==> config.mk <==
export PLATFORM = sky130hd
export DESIGN_NAME = fpc_enc_pipe
export DESIGN_NICKNAME = d
export VERILOG_FILES = /design/src/rtl/fpc_enc_pipe.sv
export SDC_FILE = /design/constraint.sdc
export NUM_CORES = 1
export LEC_CHECK = 0
export BUFFER_PORTS_ARGS = -buffer_cell sky130_fd_sc_hd__buf_2
export CORE_MARGIN = 3
export CORE_UTILIZATION = 35
export CTS_CLUSTER_SIZE = 16
export DETAILED_ROUTE_END_ITERATION = 16
export MAX_ROUTING_LAYER = met4
export PLACE_DENSITY = 0.63
export SYNTH_ARGS = -nofsm -noshare
export SYNTH_HDL_FRONTEND = slang
export SYNTH_SLANG_ARGS = --single-unit
==> constraint.sdc <==
create_clock -name clk -period 1.95 [get_ports clk]
set_clock_uncertainty 0.1 [all_clocks]
set_input_delay 0 -clock clk [delete_from_list [all_inputs] [get_ports clk]]
set_output_delay 0 -clock clk [all_outputs]
set_load 0.01 [all_outputs]
==> src/rtl/fpc_enc_pipe.sv <==
// fpc_enc_pipe: forbidden-pattern-code bus encoder with a 2-entry skid pipeline.
// Each 4-bit input lane maps to a 5-bit codeword free of the patterns 010 and 101.
// Codewords are registered before they reach the bus. When no word is pending,
// the bus keeps the last codeword, so the long wires do not toggle while idle.
// Optional build macro: FPC_SHIELD_EN places a constant-0 shield bit between
// adjacent lane codewords. This makes the lane boundaries FP-free as well.
module fpc_enc_pipe #(
  parameter int LANES = 8,
  parameter int CNT_W = 16,
`ifdef FPC_SHIELD_EN
  localparam int STRIDE = 6,
  localparam int OUT_W  = LANES*6-1
`else
  localparam int STRIDE = 5,
  localparam int OUT_W  = LANES*5
`endif
) (
  input  logic               clk,
  input  logic               rst,
  input  logic [LANES*4-1:0] in_data,
  input  logic               in_valid,
  output logic               in_ready,
  output logic [OUT_W-1:0]   out_data,
  output logic               out_valid,
  input  logic               out_ready,
  input  logic               cnt_clr,
  output logic [CNT_W-1:0]   word_cnt
);

  typedef enum logic [1:0] {
    EMPTY = 2'd0,
    ONE   = 2'd1,
    TWO   = 2'd2
  } state_t;

  // Nibble to codeword. The map is monotonic.
  // Codes for 8..15 are the bitwise complements of the codes for 7..0.
  function automatic logic [4:0] fpc_code(input logic [3:0] nib);
    logic [4:0] code;
    case (nib)
      4'd0:    code = 5'd0;
      4'd1:    code = 5'd1;
      4'd2:    code = 5'd3;
      4'd3:    code = 5'd6;
      4'd4:    code = 5'd7;
      4'd5:    code = 5'd12;
      4'd6:    code = 5'd14;
      4'd7:    code = 5'd15;
      4'd8:    code = 5'd16;
      4'd9:    code = 5'd17;
      4'd10:   code = 5'd19;
      4'd11:   code = 5'd24;
      4'd12:   code = 5'd25;
      4'd13:   code = 5'd28;
      4'd14:   code = 5'd30;
      4'd15:   code = 5'd31;
      default: code = 5'd0;
    endcase
    return code;
  endfunction

  state_t             state_r;
  state_t             state_nxt;
  logic [OUT_W-1:0]   out_data_r;
  logic [OUT_W-1:0]   skid_r;
  logic               out_valid_r;
  logic               in_ready_r;
  logic [CNT_W-1:0]   word_cnt_r;

  logic [OUT_W-1:0]   enc_s;
  logic               accept_s;
  logic               deliver_s;
  logic               load_out_enc_s;
  logic               load_out_skid_s;
  logic               load_skid_s;

  assign accept_s  = in_valid & in_ready_r;
  assign deliver_s = out_valid_r & out_ready;

  // Encode every lane of the incoming word. Shield positions stay 0.
  always_comb begin
    enc_s = '0;
    for (int i = 0; i < LANES; i++) begin
      enc_s[i*STRIDE +: 5] = fpc_code(in_data[i*4 +: 4]);
    end
  end

  // Next-state and datapath steering for the skid pipeline.
  always_comb begin
    state_nxt       = state_r;
    load_out_enc_s  = 1'b0;
    load_out_skid_s = 1'b0;
    load_skid_s     = 1'b0;
    case (state_r)
      EMPTY: begin
        if (accept_s) begin
          state_nxt      = ONE;
          load_out_enc_s = 1'b1;
        end else begin
          state_nxt = EMPTY;
        end
      end
      ONE: begin
        if (accept_s && deliver_s) begin
          state_nxt      = ONE;
          load_out_enc_s = 1'b1;
        end else if (accept_s) begin
          state_nxt   = TWO;
          load_skid_s = 1'b1;
        end else if (deliver_s) begin
          state_nxt = EMPTY;
        end else begin
          state_nxt = ONE;
        end
      end
      TWO: begin
        // in_ready is low in TWO, so only a deliver can move the pipe.
        if (deliver_s) begin
          state_nxt       = ONE;
          load_out_skid_s = 1'b1;
        end else begin
          state_nxt = TWO;
        end
      end
      default: begin
        state_nxt = EMPTY;
      end
    endcase
  end

  // State plus registered handshake flags. These are decoded from next state,
  // so in_ready has no combinational path from out_ready.
  always_ff @(posedge clk or negedge rst) begin
    if (!rst) begin
      state_r     <= EMPTY;
      out_valid_r <= 1'b0;
      in_ready_r  <= 1'b0;
    end else begin
      state_r     <= state_nxt;
      out_valid_r <= (state_nxt != EMPTY);
      in_ready_r  <= (state_nxt != TWO);
    end
  end

  // Output and skid registers. out_data only changes when a new word lands,
  // so it holds the last delivered codeword while idle.
  always_ff @(posedge clk or negedge rst) begin
    if (!rst) begin
      out_data_r <= '0;
      skid_r     <= '0;
    end else begin
      if (load_out_enc_s) begin
        out_data_r <= enc_s;
      end else if (load_out_skid_s) begin
        out_data_r <= skid_r;
      end else begin
        out_data_r <= out_data_r;
      end
      if (load_skid_s) begin
        skid_r <= enc_s;
      end else begin
        skid_r <= skid_r;
      end
    end
  end

  // Saturating delivered-word counter; clear wins over a same-cycle deliver.
  always_ff @(posedge clk or negedge rst) begin
    if (!rst) begin
      word_cnt_r <= '0;
    end else if (cnt_clr) begin
      word_cnt_r <= '0;
    end else if (deliver_s && (word_cnt_r != {CNT_W{1'b1}})) begin
      word_cnt_r <= word_cnt_r + {{(CNT_W-1){1'b0}}, 1'b1};
    end else begin
      word_cnt_r <= word_cnt_r;
    end
  end

  assign in_ready  = in_ready_r;
  assign out_valid = out_valid_r;
  assign out_data  = out_data_r;
  assign word_cnt  = word_cnt_r;

endmodule

==> flow_summary.ini <==
[global_routing]
antenna_found_initial = 0
grt_pass1_vias = 4371
grt_first_pass_wirelength_um = 21400
grt_remaining_overflow = 0
grt_max_degree = 49
grtUsageTotal_pct = 16.5

[die]
fp.coreArea_um2 = 14100
die-height_um = 127
die_w_um = 127
rows = 43
start_util_pct = 36.2
pin_count = 95
die_area_um2 = 16100

[worst_setup_path]
crit_fanout = 6
max_stage_delay_ns = 0.53
r2r-start = word_cnt[1]$_DFFE_PN0P_
startpoint = word_cnt[1]$_DFFE_PN0P_
crit_slowest_cell = or4_4
worst-r2r-cell-count = 5
path_buf_inv = 1
start_kind = flop
r2r-end = word_cnt[15]$_DFFE_PN0P_
required_ns = 2.11
crit_chain = buf_4 > nand3_1 > or4_4 > or4_1 > a21oi_2
critPathKind = flop to flop
end_kind = flop
crit_arrival_ns = 2.11
reg2reg_slack_ns = 0.002
critPathTopFamily = simple AND/OR/NAND/NOR gates

[sta]
final.period_utilization_pct = 99.9
hold_viol = 0
setup_viol = 0
maxSlewHeadroom_pct = 64.9
whs_ns = 0.00847
fin_tns_setup_ns = 0
fin_ws_ns = 0.00231
rsz0062_at_grt = true
drv_slew = 0
layout_min_cycle_time_ns = 1.95
fmax_mhz = 513
tightestPinTransition_ns = 0.526

[min_path]
holdPathEnd = skid_r[31]$_DFFE_PN0P_
min_from = in_data[25]
hold_path_depth = 3
hold_path.class = primary input to flop

[layout]
area_delta_synth_final_pct = 26.7
drive_gt1_share_pct = 25.6
stdcell_count = 821
num_antenna_cells = 0
fin_nets = 707
design_area_um2 = 6470

[detailed_routing]
drtAntennaViolNets = 0
drcViolationCount = 0
drtIter0Drc = 248
wire_per_inst_um = 15.3
routed_wl_um = 12600
first_pass_iters = 4
viasPerCell = 5.29
vias = 4340

[clock_tree]
root_buffer = clkbuf_16
clk_pin_slew_ns = 0.07
tritoncts_num_sinks = 100
clkLatencyLatePin_ns = 0.34
htree_levels = 3
cts_tree = yes
cts_made_buffers = 9
ctsLongestPathBuffers = 2

[synth]
ys_warn_count = 0
synth_cell_types = 40
yosysTopAreaCellShare_pct = 49.0
synthTopCellsByArea = dfrtp_1 (49%), ha_1 (8.3%), a221o_1 (4.9%)
synth-compound-area-share_pct = 19.0
avgSynthCellArea_um2 = 9.93
synth_common_cells = dfrtp_1 (100), nand2_1 (56), o21ai_0 (45), a21oi_1 (34), ha_1 (34)
synth-simple-area-share_pct = 14.7
synth_edf_count = 0
synth_top_family_by_area = compound AO/OA/AOI/OAI gates
synth-seq-cells = 100
synthMuxAreaShare_pct = 2.43
synth_fa_ha_area_share_pct = 8.34
synth_most_common_cell = dfrtp_1
seq_area_frac_synth_pct = 49.0
synth_xor_area_share_pct = 2.23
yosys.area.top_type = dfrtp_1
synth_cells = 514
syn_nets = 585
syn_area_um2 = 5100
synth_ff_type = dfrtp_1
ys_async_sr_fraction_pct = 100

[pwr]
power_density_nw_per_um2 = 1250
p_leak_nw = 3.09
ir_drop_v = 0.000710

[run_status]
status = completed

[placed_design]
place_area_um2 = 5920
dpl.cell_count = 780
hpwlAfterDp_um = 8780
place_ws_ns = 0.00356
port_buffers = 94
gp_congestion = 0.773

[run]
maxCapViolCount = 0
[kinds of logic after synthesis]
logic type                 Yosys count
DFF                                100
adders and majority gates           34
xor gates and xnor gates            13
AOI/OAI and AO/OA                  147
and+or+nand+nor                    152
buffers and inverters               57
muxes                               11
[placed cells by master, fill, tap and decap left out, types with 2 or more instances in the layout]
master and instances:
clkbuf_1 2, o21ai_0 45, a21oi_1 32, or4_4 2, a211oi_1 8, a22oi_1 8, dfrtp_1 98, a31oi_1 5
buf_2 93, nor2b_1 14, a21oi_2 2, o31ai_1 8, buf_12 5, nand3_1 8, xor2_1 5, dlygate4sd3_1 22
mux2_2 11, ha_1 33, o41ai_1 2, inv_1 28, clkinv_2 2, and4_1 2, xnor2_1 8, a21o_1 5
nor3b_1 5, clkinvlp_4 2, a221o_1 25, nand2_1 55, or2_2 8, or4_1 7, nand3b_1 2, buf_4 20
nor2_1 32, dfrtp_2 2, o211ai_1 3, clkbuf_16 9, or3_1 3, nand4_1 5
[repair_timing]
action,4_1_cts,5_1_grt
buffers inserted,2,1
resized for setup,2,6
setup endpoints to repair,3,9
pin swaps,0,3
hold endpoints to repair,133,0
hold buffers,22,0
[power by group]
group | switching (mW) | leakage, nW | internal (mW)
Sequential | 0.476 | 1.25 | 2.93
Combinational | 1.63 | 1.72 | 1.38
Clock | 0.757 | 0.129 | 0.898
Total | 2.86 | 3.09 | 5.21
[layout make-up]
type                    count  area, um2
clock buffers              12        246
flip-flops and latches    100       2500
multi-input cells         357       2430
inverters                  28        105
fillers                  1326       7630
well taps                 180        225
clock inverters             4       25.0
repair buffers            140        936
[worst register-to-register path, cell delays in order (launching register included)]
cell and delay [ns]:
dfrtp_2 0.38, buf_4 0.12, nand3_1 0.07, or4_4 0.53
or4_1 0.51, a21oi_2 0.16
[worst max-delay path by stage]
stage,cells after the start,slack (ns),end
3_3_place_gp,5,0.03,word_cnt[10]$_DFFE_PN0P_
3_5_place_dp,5,0.004,word_cnt[12]$_DFFE_PN0P_
6_report,5,0.002,word_cnt[15]$_DFFE_PN0P_
2_1_floorplan,6,0.003,word_cnt[12]$_DFFE_PN0P_
4_1_cts,5,0.04,word_cnt[12]$_DFFE_PN0P_
5_1_grt,5,-0.05,word_cnt[10]$_DFFE_PN0P_
[through the flow]
| stage | power, mW | util [%] |
|---|---|---|
| 4_1_cts | 8.19 | 45.7 |
| 2_1_floorplan | 5.13 | - |
| 6_report | 8.07 | 45.9 |
| 5_1_grt | 8.69 | 45.9 |
| 3_3_place_gp | 6.32 | 42.0 |
| 3_5_place_dp | 6.44 | 42.0 |
[registers in the layout (all words and copies together) (netlist names)]
name,count
skid_r,40
out_data,40
out_valid,1
word_cnt,16
in_ready,1
state_r,2
[per-layer routing]
layer | global-route usage (%) | wire length, um
met5 | - | 0
met4 | 4.10 | 98
met3 | 4.55 | 885
met2 | 27.1 | 6110
met1 | 20.4 | 5490
No activity file was read; power rests on OpenSTA's default activity.
